File: src/rtl/mv_select.sv
// rtl/mv_select.sv - best-motion-vector selector over NUM_ROWS row minima per search block
// Optional: define MV_SELECT_EARLY_TERM_EN to end a search on the first SAD=0 candidate.
module mv_select #(
    parameter int NUM_ROWS = 16,
    parameter int SAD_W    = 12
) (
    input  logic             clk,
    input  logic             rst_n,
    input  logic             start,
    input  logic             in_valid,
    input  logic [19:0]      in_cand,
    input  logic             mv_ready,
    output logic             mv_valid,
    output logic [SAD_W-1:0] mv_sad,
    output logic [3:0]       mv_x,
    output logic [3:0]       mv_y,
    output logic             busy,
    output logic             drop_err
);

    typedef enum logic [1:0] {
        IDLE  = 2'd0,
        ACCUM = 2'd1,
        DONE  = 2'd2
    } state_e;

    state_e           state_q, state_d;
    logic [4:0]       row_cnt_q, row_cnt_d;
    logic [SAD_W-1:0] best_sad_q, best_sad_d;
    logic [3:0]       best_x_q, best_x_d;
    logic [3:0]       best_y_q, best_y_d;
    logic             drop_err_q, drop_err_d;

    logic [SAD_W-1:0] cand_sad;
    logic             load, accept, drop, better, last_row, zero_hit, finish;

    assign cand_sad = SAD_W'(in_cand[19:8]);
    assign better   = cand_sad < best_sad_q;
    assign last_row = row_cnt_q == 5'(NUM_ROWS - 1);

`ifdef MV_SELECT_EARLY_TERM_EN
    assign zero_hit = cand_sad == '0;
`else
    assign zero_hit = 1'b0;
`endif

    // In DONE the result is still owned by the consumer, so start waits for mv_ready.
    assign load   = start && ((state_q == IDLE) || (state_q == ACCUM) ||
                              ((state_q == DONE) && mv_ready));
    assign accept = (state_q == ACCUM) && in_valid && !start;
    assign drop   = in_valid && ((state_q == IDLE) || (state_q == DONE));
    assign finish = accept && (last_row || zero_hit);

    always_ff @(posedge clk or negedge rst_n) begin
        if (!rst_n) begin
            state_q <= IDLE;
        end else begin
            state_q <= state_d;
        end
    end

    always_comb begin
        state_d = state_q;
        case (state_q)
            IDLE:    if (start) state_d = ACCUM;
            ACCUM: begin
                if (start)       state_d = ACCUM;
                else if (finish) state_d = DONE;
            end
            DONE:    if (mv_ready) state_d = start ? ACCUM : IDLE;
            default: state_d = IDLE;
        endcase
    end

    always_comb begin
        mv_valid = state_q == DONE;
        busy     = state_q == ACCUM;
        drop_err = drop_err_q;
        mv_sad   = mv_valid ? best_sad_q : '0;
        mv_x     = mv_valid ? best_x_q : 4'd0;
        mv_y     = mv_valid ? best_y_q : 4'd0;
    end

    always_comb begin
        row_cnt_d  = row_cnt_q;
        best_sad_d = best_sad_q;
        best_x_d   = best_x_q;
        best_y_d   = best_y_q;
        drop_err_d = drop_err_q;
        if (load) begin
            row_cnt_d  = 5'd0;
            best_sad_d = '1;
            best_x_d   = 4'd0;
            best_y_d   = 4'd0;
            drop_err_d = 1'b0;
        end else begin
            if (drop) drop_err_d = 1'b1;
            if (accept) begin
                row_cnt_d = row_cnt_q + 5'd1;
                // Strict compare keeps the earlier candidate on a tie.
                if (better) begin
                    best_sad_d = cand_sad;
                    best_x_d   = in_cand[7:4];
                    best_y_d   = in_cand[3:0];
                end
            end
        end
    end

    always_ff @(posedge clk or negedge rst_n) begin
        if (!rst_n) begin
            row_cnt_q  <= 5'd0;
            best_sad_q <= '1;
            best_x_q   <= 4'd0;
            best_y_q   <= 4'd0;
            drop_err_q <= 1'b0;
        end else begin
            row_cnt_q  <= row_cnt_d;
            best_sad_q <= best_sad_d;
            best_x_q   <= best_x_d;
            best_y_q   <= best_y_d;
            drop_err_q <= drop_err_d;
        end
    end

endmodule
File: config.mk
export PLATFORM = sky130hd
export DESIGN_NAME = mv_select
export DESIGN_NICKNAME = d
export VERILOG_FILES = /design/src/rtl/mv_select.sv
export SDC_FILE = /design/constraint.sdc
export NUM_CORES = 1
export LEC_CHECK = 0
export BUFFER_PORTS_ARGS = -buffer_cell sky130_fd_sc_hd__buf_4
export CELL_PAD_IN_SITES_DETAIL_PLACEMENT = 2
export CELL_PAD_IN_SITES_GLOBAL_PLACEMENT = 2
export CORE_ASPECT_RATIO = 1.75
export CORE_UTILIZATION = 31
export DETAILED_ROUTE_END_ITERATION = 8
export GPL_TIMING_DRIVEN = 1
export PLACE_DENSITY = 0.86
export SLEW_MARGIN = 20
export SYNTH_ARGS = -nofsm -noshare
export SYNTH_HDL_FRONTEND = slang
export SYNTH_SLANG_ARGS = --single-unit
export TNS_END_PERCENT = 10
File: constraint.sdc
create_clock -name clk -period 2.15 [get_ports clk]
set_input_delay 0.215 -clock clk [delete_from_list [all_inputs] [get_ports clk]]
set_output_delay 0.215 -clock clk [all_outputs]
set_load 0.03 [all_outputs]
==> reports/metrics.csv <==
metric,value,unit
endpoint of the worst hold-timing path,drop_err$_DFFE_PN0P_,
family of cells with the greatest summed delay on the critical path,compound AO/OA/AOI/OAI gates,
setup repair after global routing missed its margin,no,
M1 wire length,1.69,mm
class of the tightest hold or removal check,input pin to register,
most frequent cells in the layout,"52 x buf_4, 28 x nand2_1, 22 x inv_1",
Max-Slew Margin vs Limit,74.9,%
routed length on met3,104,um
sequential area share after synthesis,41.8,%
Die ar.,0.00583,mm^2
largest net degree at the start of global routing,29,
final count of negative-setup-slack endpoints,0,
number of rows in the core area,35,
placeable core region,0.00530,mm^2
top achievable clock speed,484,MHz
final period demand of the worst path,2.06,ns
TritonCTS clock tree,built,
starting DRC count in detailed routing,10,
ys flop type,dfrtp_1,
chip width,58.2,um
Highest Signal Layer,met4,
CP Capture Type,register,
number of I/O port buffers,47,
global-route usage over all layers,16.1,%
Top-Level Pins,48,
via count of the routed design,1380,
wire length of the first global-routing pass,7.16,mm
power density of the placed cells,523,mW/mm^2
"Setup Fix Bufs, Post-CTS",0,
Chip Height,100,um
fin crit share,96.0,%
"Hold Vio Cnt, Final",0,
worst hold path startpoint,start,
clock insertion delay at the later pin of the skew report,0.28,ns
delay of the slowest critical-path stage,0.55,ns
slew at the pin with the worst max-slew slack,0.376,ns
Cells after Synth,171,
critical path startpoint category,register,
routed wire length,4.26,mm
antenna-violating nets left,0,
layout cells sized above 1,37.4,%
number of levels in the clock H-tree,1,
CTS Root Buffer Type,clkbuf_8,
Placer Congestion,0.723,
Synthesized Nets,209,
vias in the first global route,1524,
WP data required,2.36,ns
ordered list of cells on the worst path,inv_1 > ha_1 > a21oi_1 > o211ai_1 > a211o_1 > buf_12 > mux2_4,
critical setup path kind,register to register,
first-pass iteration count of the detailed router,4,
Area Growth Syn to Fin,30.9,%
share of flip-flops with an asynchronous set or reset,100,%
final layout net count,261,
Leakage,1.25,nW
fill cell instance count of the final layout,597,
maximum resistive drop on vdd,385,uV
slowest cell on the critical path,dfstp_2,
total number of clock tree sinks,28,
starting density of the core,32.3,%
average detailed-routed wire length per instance,14.4,um
Syn. warnings,0,
worst setup skew after layout,0.00422,ns
met2 routed wirelength,2.40,mm
cell count of the worst reg-to-reg path,7,
HPWL reported at the end of detailed placement,3.22,mm
via density per instance,4.66,
largest buffer count on any clock path,2,
"most common cell after layout, fill and taps aside",buf_4,
sum of negative setup slack,0,ns
clock input transition at the sequential cells of the worst setup and hold paths,0.10,ns
average cell area after synthesis,10.0,um^2
Layout Utilization,42.2,%
max-slew violation count,0,
number of library cell types mapped by synthesis,29,
Critical R2R Launch,best_sad_q[11]$_DFFE_PN1P_,
R2R Setup Slk,0.09,ns
total clock buffers created by CTS,3,
Min Hold Slack,0.143,ns
instance count along the most critical hold path,2,
flip-flop and latch count after synthesis,28,
antenna violations before repair,0,
DR DRC count,0,
number of diodes,0,
endpoint of the worst-slack reg-to-reg timing path,best_sad_q[11]$_DFFE_PN1P_,
total power after layout,1.17,mW
WP buf/inv,2,
arrival time reported for the critical path endpoint,2.28,ns
post-synthesis cell area,0.00171,mm^2
critical path peak fanout,16,
run status,finished clean,
number of synthesized flops with an enable pin,0,
maximum capacitance violations,0,
sum of overflow across all layers after global routing,0,
[synthesized netlist by cell type (all sizes together) (2+ instances only)]
master / n / area, um^2
nand2: 28 / 105
clkbuf: 4 / 15.0
o21ai: 3 / 15.0
a21oi: 9 / 45.0
buf: 3 / 30.0
nand2b: 2 / 12.5
ha: 13 / 163
mux2: 12 / 180
xor2: 2 / 17.5
inv: 22 / 82.6
and2: 20 / 125
dfrtp: 16 / 400
nand4: 3 / 18.8
dfstp: 12 / 315
mux2i: 9 / 90.1
[metal layers]
layer,GRT usage [%],vias up
li1,-,656
met1,17.7,689
met2,31.0,28
met3,2.19,7
met4,4.21,0
met5,0,-
[repair_timing]
item	4_1_cts	5_1_grt
hold endpoints to repair	16	0
gates resized for setup	0	1
hold buffers	1	0
setup endpoints to repair	0	12
[report_power, final]
| part | switching (mW) | internal (mW) | total, mW |
|---|---|---|---|
| clock | 0.176 | 0.164 | 0.340 |
| sequential | 0.0194 | 0.579 | 0.599 |
| combinational | 0.111 | 0.120 | 0.231 |
[through the flow]
stage / cells / worst slack [ns] / instance area [um^2]
3_3_place_gp: 291 / 0.130 / 2170
6_report: 296 / 0.0852 / 2240
4_1_cts: 296 / 0.0490 / 2230
3_5_place_dp: 291 / 0.0793 / 2170
2_1_floorplan: 171 / 0.213 / 1710
5_1_grt: 296 / 0.00460 / 2240
[kinds of logic (layout without fill, tap and decap cells)]
family | Yosys count | after routing | share of synthesized area, %
buf+inv | 29 | 80 | 7.46
xor+xnor | 3 | 3 | 1.54
fa+ha+maj | 13 | 13 | 9.51
compound gates | 18 | 18 | 6.29
flops | 28 | 28 | 41.8
mux | 21 | 21 | 15.8
simple gates | 59 | 59 | 17.6
[cell type report]
| type | count | area (um^2) | share of cell area (%) |
|---|---|---|---|
| multi-input combinational | 114 | 872 | 39.0 |
| sequential | 28 | 716 | 32.0 |
| timing repair buffer | 54 | 420 | 18.8 |
| tap | 74 | 92.6 | 4.14 |
| inverter | 22 | 82.6 | 3.69 |
| clock buffer | 4 | 55.1 | 2.46 |
[state kept, by name, summed over array words and instances, names as in the netlist]
signal and count:
best_sad_q 12, row_cnt_q 5, best_x_q 4, best_y_q 4
state_q 2, drop_err 1
[how the worst max path moves through the flow]
stage / from / to / slack (ns) / cells after the start
2_1_floorplan: best_sad_q[5]$_DFFE_PN1P_ / best_sad_q[0]$_DFFE_PN1P_ / 0.21 / 8
3_3_place_gp: best_sad_q[1]$_DFFE_PN1P_ / best_sad_q[9]$_DFFE_PN1P_ / 0.13 / 7
6_report: best_sad_q[11]$_DFFE_PN1P_ / best_sad_q[11]$_DFFE_PN1P_ / 0.09 / 7
3_5_place_dp: best_sad_q[1]$_DFFE_PN1P_ / best_sad_q[11]$_DFFE_PN1P_ / 0.08 / 7
4_1_cts: best_sad_q[1]$_DFFE_PN1P_ / best_sad_q[11]$_DFFE_PN1P_ / 0.05 / 7
5_1_grt: best_sad_q[5]$_DFFE_PN1P_ / best_sad_q[11]$_DFFE_PN1P_ / 0.005 / 8
No activity file was read; power rests on OpenSTA's default activity.
